--- config.mk ---
export PLATFORM = sky130hd
export DESIGN_NAME = traffic_phase_controller
export DESIGN_NICKNAME = d
export VERILOG_FILES = /design/src/rtl/tlc_pkg.sv /design/src/rtl/tlc_rr_select.sv /design/src/rtl/traffic_phase_controller.sv
export SDC_FILE = /design/constraint.sdc
export NUM_CORES = 1
export LEC_CHECK = 0
export BUFFER_PORTS_ARGS = -buffer_cell sky130_fd_sc_hd__buf_2
export CORE_ASPECT_RATIO = 1.1
export CORE_MARGIN = 4
export CORE_UTILIZATION = 59
export DETAILED_ROUTE_END_ITERATION = 8
export HOLD_SLACK_MARGIN = 0.15
export PLACE_DENSITY = 0.83
export SYNTH_ARGS = -nofsm -noshare
export SYNTH_HDL_FRONTEND = slang
export SYNTH_HIERARCHICAL = 1
export SYNTH_SLANG_ARGS = --single-unit
--- constraint.sdc ---
create_clock -name clk -period 4 [get_ports clk]
set_input_delay 0.8 -clock clk [delete_from_list [all_inputs] [get_ports clk]]
set_output_delay 0.8 -clock clk [all_outputs]
set_load 0.005 [all_outputs]
--- src/rtl/tlc_pkg.sv ---
`default_nettype none
// ============================================================================
// Module      : tlc_pkg
// Description : Shared lamp encodings and phase-state enum for the traffic
//               light controllers (N-phase and legacy 2-road).
// Revision    : 1.0 - initial release
// ============================================================================
package tlc_pkg;

    // Per-phase lamp encodings as driven onto the lamp driver bus
    localparam logic [1:0] LIGHT_GREEN  = 2'b00;
    localparam logic [1:0] LIGHT_YELLOW = 2'b01;
    localparam logic [1:0] LIGHT_RED    = 2'b10;

    // Right-of-way sequence for the phase currently being served
    typedef enum logic [1:0] {
        PH_GREEN  = 2'd0,
        PH_YELLOW = 2'd1,
        PH_ALLRED = 2'd2
    } phase_state_t;

endpackage : tlc_pkg
`default_nettype wire

--- src/rtl/tlc_rr_select.sv ---
`default_nettype none
// ============================================================================
// Module      : tlc_rr_select
// Description : Combinational round-robin search. Returns the first pending
//               phase after active_phase_i, wrapping, with active_phase_i
//               itself examined last.
// Revision    : 1.0 - initial release
// ============================================================================
module tlc_rr_select #(
    parameter int NUM_PHASES = 4,
    parameter int PH_W       = 2
) (
    input  logic [NUM_PHASES-1:0] pending_i,
    input  logic [PH_W-1:0]       active_phase_i,
    output logic [PH_W-1:0]       next_phase_o,
    output logic                  any_valid_o
);

    // Scan from the farthest offset down so the nearest pending phase wins
    always_comb begin
        next_phase_o = active_phase_i;
        any_valid_o  = 1'b0;
        for (int i = NUM_PHASES; i >= 1; i--) begin
            if (pending_i[(32'(active_phase_i) + 32'(i)) % NUM_PHASES]) begin
                next_phase_o = PH_W'((32'(active_phase_i) + 32'(i)) % NUM_PHASES);
                any_valid_o  = 1'b1;
            end
        end
    end

endmodule : tlc_rr_select
`default_nettype wire

--- src/rtl/traffic_phase_controller.sv ---
`default_nettype none
// ============================================================================
// Module      : traffic_phase_controller
// Description : N-phase demand-actuated intersection controller. Serves the
//               approaches round-robin with min/max green, fixed yellow and
//               all-red clearance; all timing advances on the tick enable.
// Revision    : 1.0 - initial release
// ============================================================================
module traffic_phase_controller
    import tlc_pkg::*;
#(
    parameter int NUM_PHASES   = 4,
    parameter int CNT_W        = 8,
    parameter int MIN_GREEN    = 10,
    parameter int MAX_GREEN    = 60,
    parameter int YELLOW_TIME  = 4,
    parameter int ALL_RED_TIME = 2
) (
    input  logic                          clk,
    input  logic                          rst_n,
    input  logic                          tick,
    input  logic [NUM_PHASES-1:0]         demand,
    output logic [2*NUM_PHASES-1:0]       lights,
    output logic [$clog2(NUM_PHASES)-1:0] active_phase,
    output logic                          phase_start,
    output logic [NUM_PHASES-1:0]         pending
);

    localparam int PH_W = $clog2(NUM_PHASES);

    // Timer compare points; the timer holds completed ticks, hence the -1
    localparam logic [CNT_W-1:0] MIN_G_M1  = CNT_W'(MIN_GREEN - 1);
    localparam logic [CNT_W-1:0] MAX_G_M1  = CNT_W'(MAX_GREEN - 1);
    localparam logic [CNT_W-1:0] YEL_M1    = CNT_W'(YELLOW_TIME - 1);
    localparam logic [CNT_W-1:0] AR_M1     = CNT_W'(ALL_RED_TIME - 1);
    localparam logic [CNT_W-1:0] TIMER_MAX = '1;

    // Phase 0 green, every other approach red
    localparam logic [2*NUM_PHASES-1:0] LIGHTS_RST =
        {{(NUM_PHASES-1){LIGHT_RED}}, LIGHT_GREEN};

    // Reject illegal parameter sets at elaboration
    if (NUM_PHASES < 2) begin : g_chk_phases
        $error("NUM_PHASES must be >= 2");
    end
    if (MIN_GREEN < 1) begin : g_chk_min_green
        $error("MIN_GREEN must be >= 1");
    end
    if (MAX_GREEN < MIN_GREEN) begin : g_chk_max_green
        $error("MAX_GREEN must be >= MIN_GREEN");
    end
    if (YELLOW_TIME < 1) begin : g_chk_yellow
        $error("YELLOW_TIME must be >= 1");
    end
    if (ALL_RED_TIME < 1) begin : g_chk_all_red
        $error("ALL_RED_TIME must be >= 1");
    end
    if (MAX_GREEN > (2**CNT_W) - 1) begin : g_chk_cnt_w
        $error("CNT_W too narrow to hold MAX_GREEN");
    end

    phase_state_t              state_q, state_d;
    logic [PH_W-1:0]           phase_q, phase_d;
    logic [CNT_W-1:0]          timer_q, timer_d;
    logic [NUM_PHASES-1:0]     pending_q, pending_d;
    logic                      start_q, start_d;
    logic [2*NUM_PHASES-1:0]   lights_q, lights_d;

    logic [NUM_PHASES-1:0]     w_active_oh;
    logic [NUM_PHASES-1:0]     w_pend_set;
    logic                      w_other_req;
    logic [PH_W-1:0]           w_rr_next;
    logic                      w_rr_valid;
    logic [CNT_W-1:0]          w_timer_inc;

    tlc_rr_select #(
        .NUM_PHASES (NUM_PHASES),
        .PH_W       (PH_W)
    ) u_rr_select (
        .pending_i      (pending_q),
        .active_phase_i (phase_q),
        .next_phase_o   (w_rr_next),
        .any_valid_o    (w_rr_valid)
    );

    // Request bookkeeping: the green phase cannot latch its own demand
    always_comb begin
        w_active_oh          = '0;
        w_active_oh[phase_q] = 1'b1;
        w_other_req          = |(pending_q & ~w_active_oh);
        w_pend_set           = demand;
        if (state_q == PH_GREEN) begin
            w_pend_set = demand & ~w_active_oh;
        end
        w_timer_inc = (timer_q == TIMER_MAX) ? timer_q : timer_q + 1'b1;
    end

    // Next-state logic; nothing but request latching moves without a tick
    always_comb begin
        state_d   = state_q;
        phase_d   = phase_q;
        timer_d   = timer_q;
        start_d   = 1'b0;
        pending_d = pending_q | w_pend_set;
        if (tick) begin
            case (state_q)
                PH_GREEN: begin
                    if ((timer_q >= MIN_G_M1) && w_other_req &&
                        (!demand[phase_q] || (timer_q >= MAX_G_M1))) begin
                        state_d = PH_YELLOW;
                        timer_d = '0;
                    end else begin
                        timer_d = w_timer_inc;
                    end
                end
                PH_YELLOW: begin
                    if (timer_q == YEL_M1) begin
                        state_d = PH_ALLRED;
                        timer_d = '0;
                    end else begin
                        timer_d = w_timer_inc;
                    end
                end
                PH_ALLRED: begin
                    if (timer_q == AR_M1) begin
                        state_d            = PH_GREEN;
                        timer_d            = '0;
                        phase_d            = w_rr_valid ? w_rr_next : phase_q;
                        start_d            = 1'b1;
                        // Entering green serves the request, clear beats set
                        pending_d[phase_d] = 1'b0;
                    end else begin
                        timer_d = w_timer_inc;
                    end
                end
                default: begin
                    state_d = PH_GREEN;
                    timer_d = '0;
                end
            endcase
        end
    end

    // Lamp decode of the next state so the lamps register with the state
    always_comb begin
        lights_d = '0;
        for (int p = 0; p < NUM_PHASES; p++) begin
            if (PH_W'(p) == phase_d) begin
                case (state_d)
                    PH_GREEN:  lights_d[2*p +: 2] = LIGHT_GREEN;
                    PH_YELLOW: lights_d[2*p +: 2] = LIGHT_YELLOW;
                    default:   lights_d[2*p +: 2] = LIGHT_RED;
                endcase
            end else begin
                lights_d[2*p +: 2] = LIGHT_RED;
            end
        end
    end

    // Phase FSM, timer, request latches and registered outputs
    always_ff @(posedge clk) begin
        if (!rst_n) begin
            state_q   <= PH_GREEN;
            phase_q   <= '0;
            timer_q   <= '0;
            pending_q <= '0;
            start_q   <= 1'b0;
            lights_q  <= LIGHTS_RST;
        end else begin
            state_q   <= state_d;
            phase_q   <= phase_d;
            timer_q   <= timer_d;
            pending_q <= pending_d;
            start_q   <= start_d;
            lights_q  <= lights_d;
        end
    end

    assign lights       = lights_q;
    assign active_phase = phase_q;
    assign phase_start  = start_q;
    assign pending      = pending_q;

endmodule : traffic_phase_controller
`default_nettype wire

# After elaboration in Yosys (flattened, before gate mapping)
# Cells that the tools add are included.
[word_totals]
register_bits = 25
input_bits = 7
output_inout_bits = 15
elab_cells = 98
[op_classes]
n_mux = 43
reduce_logical = 15
n_lt_le_gt_ge = 10
n_eq_ne = 9
bitwise_logic = 6
addsub = 5
[op_table]
columns = ["cell", "count"]
rows = [
  ["$mux W8", 4],
  ["$mux W2", 13],
  ["$pmux W8 S3", 1],
  ["$lt A2 B3 Y1 const B", 6],
  ["$mux W4", 4],
  ["$and A4 B4 Y4", 3],
  ["$mux W1", 12],
  ["$bmux W1 S2", 5],
  ["$add A8 B1 Y8 const B", 1],
  ["$eq A8 B1 Y1 const B", 1],
  ["$eq A8 B2 Y1 const B", 1],
  ["$eq A8 B8 Y1 const B", 1],
  ["$ge A8 B4 Y1 const B", 1],
  ["$ge A8 B6 Y1 const B", 1],
  ["$not A4 Y4", 2],
  ["$reduce_and A2 Y1", 4],
  ["$logic_not A2 Y1", 3],
  ["$pmux W2 S3", 1],
  ["$add A2 B1 Y2 const B", 2],
  ["$add A2 B2 Y2 const B", 2],
  ["$demux W1 S2", 2],
  ["$eq A2 B1 Y1 const B", 2],
  ["$eq A2 B2 Y1 const A", 2],
  ["$ge A2 B1 Y1 const B", 2],
  ["9 further kinds", 12],
]

# Longest topological paths before layout
[logic_depth]
depth_word = 17
mapped_depth = 8
depth_no_buf = 8

# Cells and area by module
# Netlist, hierarchy kept.
[modules_own_cells]
columns = ["module", "seq_area_each_um2", "instances", "area_per_inst_um2", "cells_each"]
rows = [
  ["traffic_phase_controller", 500.5, 1, 1305.0, 154],
  ["tlc_rr_select", 0.0, 1, 82.6, 14],
]

# Least setup slack after synthesis
# OpenSTA, ideal clock, no wires.
[synth_timing]
path_type = "input port to flip-flop"
start = "input demand[3]"
end = "register timer_q[3]"
required_ns = 3.880
setup_ns = 0.120
path_stages = 6
n_path_buf = 0
slack_ns = 1.806
t_arrival_ns = 2.074
cell_sequence = "mux4_2 -> and3_4 -> a31oi_4 -> a21oi_4 -> nor4b_4 -> o31a_1"
[synth_via]
elab_chain_len = 7
[synth_rtl]
columns = ["item", "line_no", "source"]
rows = [
  ["start, declared", "traffic_phase_controller.sv:22", "input logic [NUM_PHASES-1:0] demand,"],
  ["$bmux W1 S2", "traffic_phase_controller.sv:109", "(!demand[phase_q] || (timer_q >= MAX_G_M1))) begin"],
  ["$mux W1 (implied by the code)", "traffic_phase_controller.sv:109", ""],
  ["$logic_not A1 Y1", "traffic_phase_controller.sv:109", ""],
  ["$logic_or A1 B1 Y1", "traffic_phase_controller.sv:109", ""],
  ["$logic_and A1 B1 Y1", "traffic_phase_controller.sv:108", "if ((timer_q >= MIN_G_M1) && w_other_req &&"],
  ["$mux W8", "traffic_phase_controller.sv:108", ""],
  ["$pmux W8 S3", "traffic_phase_controller.sv:106", "case (state_q)"],
  ["end signal, assigned", "traffic_phase_controller.sv:172", "timer_q <= timer_d;"],
  ["end, declared", "traffic_phase_controller.sv:64", "logic [CNT_W-1:0] timer_q, timer_d;"],
]
# No other way between the ends. The select of a mux whose other input is x is not followed.
# A chain may end at the register's enable or synchronous reset.

# Worst setup path after layout
[layout_timing]
start = "register phase_q[0], in the netlist active_phase[0]"
end = "register timer_q[3]"
[layout_via]
elab_chain_len = 11
elab_cells_between_ends = 16
cone_classes = "order compare (2); mux (6); bitwise (2); reduce/logical (6)"
[layout_rtl]
columns = ["item", "line_no", "source"]
rows = [
  ["start, declared", "traffic_phase_controller.sv:63", "logic [PH_W-1:0] phase_q, phase_d;"],
  ["start signal, assigned", "traffic_phase_controller.sv:171", "phase_q <= phase_d;"],
  ["$lt A2 B3 Y1 (implied by the code) / $ge A2 B1 Y1 (equally long branches)", "traffic_phase_controller.sv:89", "w_active_oh[phase_q] = 1'b1;"],
  ["$logic_and A1 B1 Y1 (implied by the code)", "traffic_phase_controller.sv:89", ""],
  ["$mux W1 (implied by the code)", "traffic_phase_controller.sv:89", ""],
  ["$demux W1 S2", "traffic_phase_controller.sv:89", ""],
  ["$not A4 Y4", "traffic_phase_controller.sv:90", "w_other_req = |(pending_q & ~w_active_oh);"],
  ["$and A4 B4 Y4", "traffic_phase_controller.sv:90", ""],
  ["$reduce_or A4 Y1", "traffic_phase_controller.sv:90", ""],
  ["$logic_and A1 B1 Y1", "traffic_phase_controller.sv:108", ""],
  ["$logic_and A1 B1 Y1 *", "traffic_phase_controller.sv:108", ""],
  ["$mux W8 *", "traffic_phase_controller.sv:108", ""],
  ["$pmux W8 S3 *", "traffic_phase_controller.sv:106", ""],
]
# Mark *: on every way between the ends. The rest lies on a longest branch, timed or not. The select of a mux whose other input is x is not followed.

==> results.json <==
{
  "fp.dieArea_sq_um": 3193,
  "syn_area_per_cell_sq_um": 8.259,
  "whs_ps": 565.4,
  "port_buffers": 21,
  "max_slew.worst_pin.slew_ps": 622.4,
  "finalClockSkew_ps": 1.941,
  "clk_pin_slew_ps": 140,
  "yosys_warnings": 6,
  "relSlewSlack_pct": 58.45,
  "drcViolationCount": 0,
  "cp.arrival_ps": 2530,
  "synth_area_leaders": "dfxtp_1 36%, nor2_1 5.7%, a21oi_1 4.3%",
  "regArea_sq_um": 500.5,
  "startpoint": "active_phase[0]$_SDFF_PN0_",
  "die_h_um": 58.86,
  "syn_area_sq_um": 1388,
  "core-area_sq_um": 2252,
  "tns_ps": 0,
  "cp_max_fo": 18,
  "syn_nets": 178,
  "worst_ir_drop_vdd_v": 0.0002584,
  "cts_root_buf": "clkbuf_4",
  "cts_num_sinks": 25,
  "synth-seq-area-share_pct": 36.07,
  "gp_congestion": 0.8567,
  "multi_input_area_sq_um": 817.0,
  "synth-edff-count": 0,
  "routed_wl_um": 3034,
  "vias": 1306,
  "max_freq_mhz": 434.2,
  "p_leak_nw": 0.6206,
  "fp-row-count": 18,
  "htreeDepth": 1,
  "ys_ff_latch": 25,
  "ant_nets": 0,
  "placed_area_sq_um": 1498,
  "cts.repair.resized": 0,
  "r2r_start": "active_phase[0]$_SDFF_PN0_",
  "nFillCells": 188,
  "final_nets": 197,
  "clock_path_buffers": 2,
  "wire_per_inst_um": 14.05,
  "drive_gt1_share_pct": 18.82,
  "drt_iter0_drc": 50,
  "setup_ws_ps": 1697,
  "via_per_inst": 6.046,
  "slew_viol_final": 0,
  "min_period_ps": 2303,
  "netlist_instances": 168,
  "start_util_pct": 61.61,
  "hold_path_class": "flop to flop",
  "drt_pass1_iterations": 4,
  "finalHoldViolations": 0,
  "worstSetupPathType": "flop to flop",
  "rr_endpoint": "timer_q[3]$_SDFFE_PN0P_",
  "rsz0062_at_grt": "false",
  "synth_top_area_share_pct": 36.07,
  "grt_overflow": 0,
  "hpwl_um": 2294,
  "synth_cell_types": 48,
  "synth-main-ff-cell": "dfxtp_1",
  "max_cap_violations": 0,
  "antenna_found_initial": 0,
  "clk_latency_ps": 320,
  "grt_usage_pct": 21.12,
  "ios": 22,
  "fin_crit_sh_pct": 57.58,
  "place_ws_ps": 1587,
  "grt_max_degree": 22,
  "powerDensity_nw_per_um2": 278.3,
  "cts_setup_buffers": 0,
  "grt_pass1_wl_um": 5106,
  "crit_path_end_kind": "flop",
  "n_antenna_cell": 0,
  "fp.dieW_um": 54.24,
  "grt_pass1_vias": 1176,
  "hold_depth": 2,
  "syn_to_final_growth_pct": 10.10,
  "reg2reg_slack_ps": 1700,
  "outcome": "finished, final reports clean",
  "endpoint": "timer_q[3]$_SDFFE_PN0P_",
  "design_area_sq_um": 1528,
  "cts_tree": "built",
  "reg2reg_depth": 6,
  "holdBufCountCts": 0,
  "required_ps": 4230,
  "finalSetupViolCount": 0,
  "postSynth.asyncResetShare_pct": 0,
  "synth_area_leader_cell": "dfxtp_1",
  "worstSetupStartpointType": "flop",
  "fin_total_pwr_mw": 0.4252,
  "cts_buffers": 3
}
==> worst min-delay path by stage <==
| stage | from | endpoint |
|---|---|---|
| 3_3_place_gp | timer_q[1]$_SDFFE_PN0P_ | timer_q[1]$_SDFFE_PN0P_ |
| 4_1_cts | timer_q[1]$_SDFFE_PN0P_ | timer_q[1]$_SDFFE_PN0P_ |
| 2_1_floorplan | timer_q[1]$_SDFFE_PN0P_ | timer_q[1]$_SDFFE_PN0P_ |
| 3_5_place_dp | timer_q[1]$_SDFFE_PN0P_ | timer_q[1]$_SDFFE_PN0P_ |
| 5_1_grt | timer_q[1]$_SDFFE_PN0P_ | timer_q[1]$_SDFFE_PN0P_ |
| 6_report | timer_q[1]$_SDFFE_PN0P_ | timer_q[1]$_SDFFE_PN0P_ |
==> cells in the mapped netlist (2+ instances only) <==
cell type  count
nand4_1        2
a31oi_1        3
nand3_1        6
clkbuf_1       4
and2_1         3
o31ai_1        2
nand3b_1       2
a21oi_1       12
o22ai_1        2
a31o_2         2
nor2b_1        2
and3_1         3
inv_1          9
nor3b_1        2
ha_1           3
o21ai_0       12
nand2_1       12
nor3_1         7
a211oi_1       2
nor2_1        21
buf_2          2
mux2i_1        4
nand2b_1       2
dfxtp_1       25
==> kinds of logic (layout without fill, tap and decap cells) <==
logic type                 Yosys count  count (layout)  synth area share (%)
adders and majority gates            3               3                 2.705
DFF                                 25              25                 36.07
buffers and inverters               17              35                 5.049
AOI/OAI and AO/OA                   45              45                 22.27
muxes                                6               6                 5.320
xor gates and xnor gates             1               1                0.6313
and+or+nand+nor                     71              71                 27.95
==> metal layers <==
metal	global-route usage [%]	share of wire (%)
met3	3.038	5.0
met4	6.406	0.69
met1	26.26	44
met2	36.75	51
met5	0	0
==> cell usage in the layout (no fill, tap or decap), types with 2 or more instances in the layout <==
| cell type | synthesis | final |
|---|---|---|
| inv_1 | 9 | 9 |
| a211oi_1 | 2 | 2 |
| nand2_1 | 12 | 12 |
| ha_1 | 3 | 3 |
| nand2b_1 | 2 | 2 |
| nor2b_1 | 2 | 2 |
| a31o_2 | 2 | 2 |
| a31oi_1 | 3 | 3 |
| dfxtp_1 | 25 | 25 |
| clkbuf_4 | 0 | 3 |
| nand3_1 | 6 | 6 |
| and3_1 | 3 | 3 |
| o21ai_0 | 12 | 12 |
| buf_2 | 2 | 21 |
| o22ai_1 | 2 | 2 |
| a21oi_1 | 12 | 12 |
| mux2i_1 | 4 | 4 |
| nand4_1 | 2 | 2 |
| and2_1 | 3 | 3 |
| nor3_1 | 7 | 7 |
| nand3b_1 | 2 | 2 |
| nor2_1 | 21 | 21 |
| nor3b_1 | 2 | 2 |
| o31ai_1 | 2 | 2 |
==> critical path, stage by stage, from the launching register on <==
cell     delay [ps]
dfxtp_1         710
mux4_2          600
and3_4          200
a31oi_4         170
a21oi_4         110
nor4b_4         140
o31a_1          270
==> per-stage QoR <==
stage,instances,util (%)
floorplan,168,-
global placement,212,66.50
detailed placement,212,66.50
CTS,216,67.83
global route,216,67.83
finish,216,67.83
==> area by class of cell <==
| type | instances | area share, % |
|---|---|---|
| clock buffer | 3 | 1.474 |
| tap | 30 | 2.457 |
| inverter | 10 | 2.457 |
| timing repair buffer | 21 | 6.880 |
| clock inverter | 1 | 0.4914 |
| multi-input combinational | 126 | 53.48 |
| sequential | 25 | 32.76 |
==> state kept, by name (all words and copies together), names as in the netlist <==
signal and flops:
lights 8, timer_q 8, pending 4, active_phase 2, state_q 2, phase_start 1
==> power breakdown <==
group | switching (mW) | leakage (nW) | total (mW) | internal [mW]
clock network | 0.0794 | 0.0139 | 0.118 | 0.0382
registers | 0.00786 | 0.203 | 0.261 | 0.253
logic | 0.0261 | 0.404 | 0.0463 | 0.0202
No activity file was read; power rests on OpenSTA's default activity.
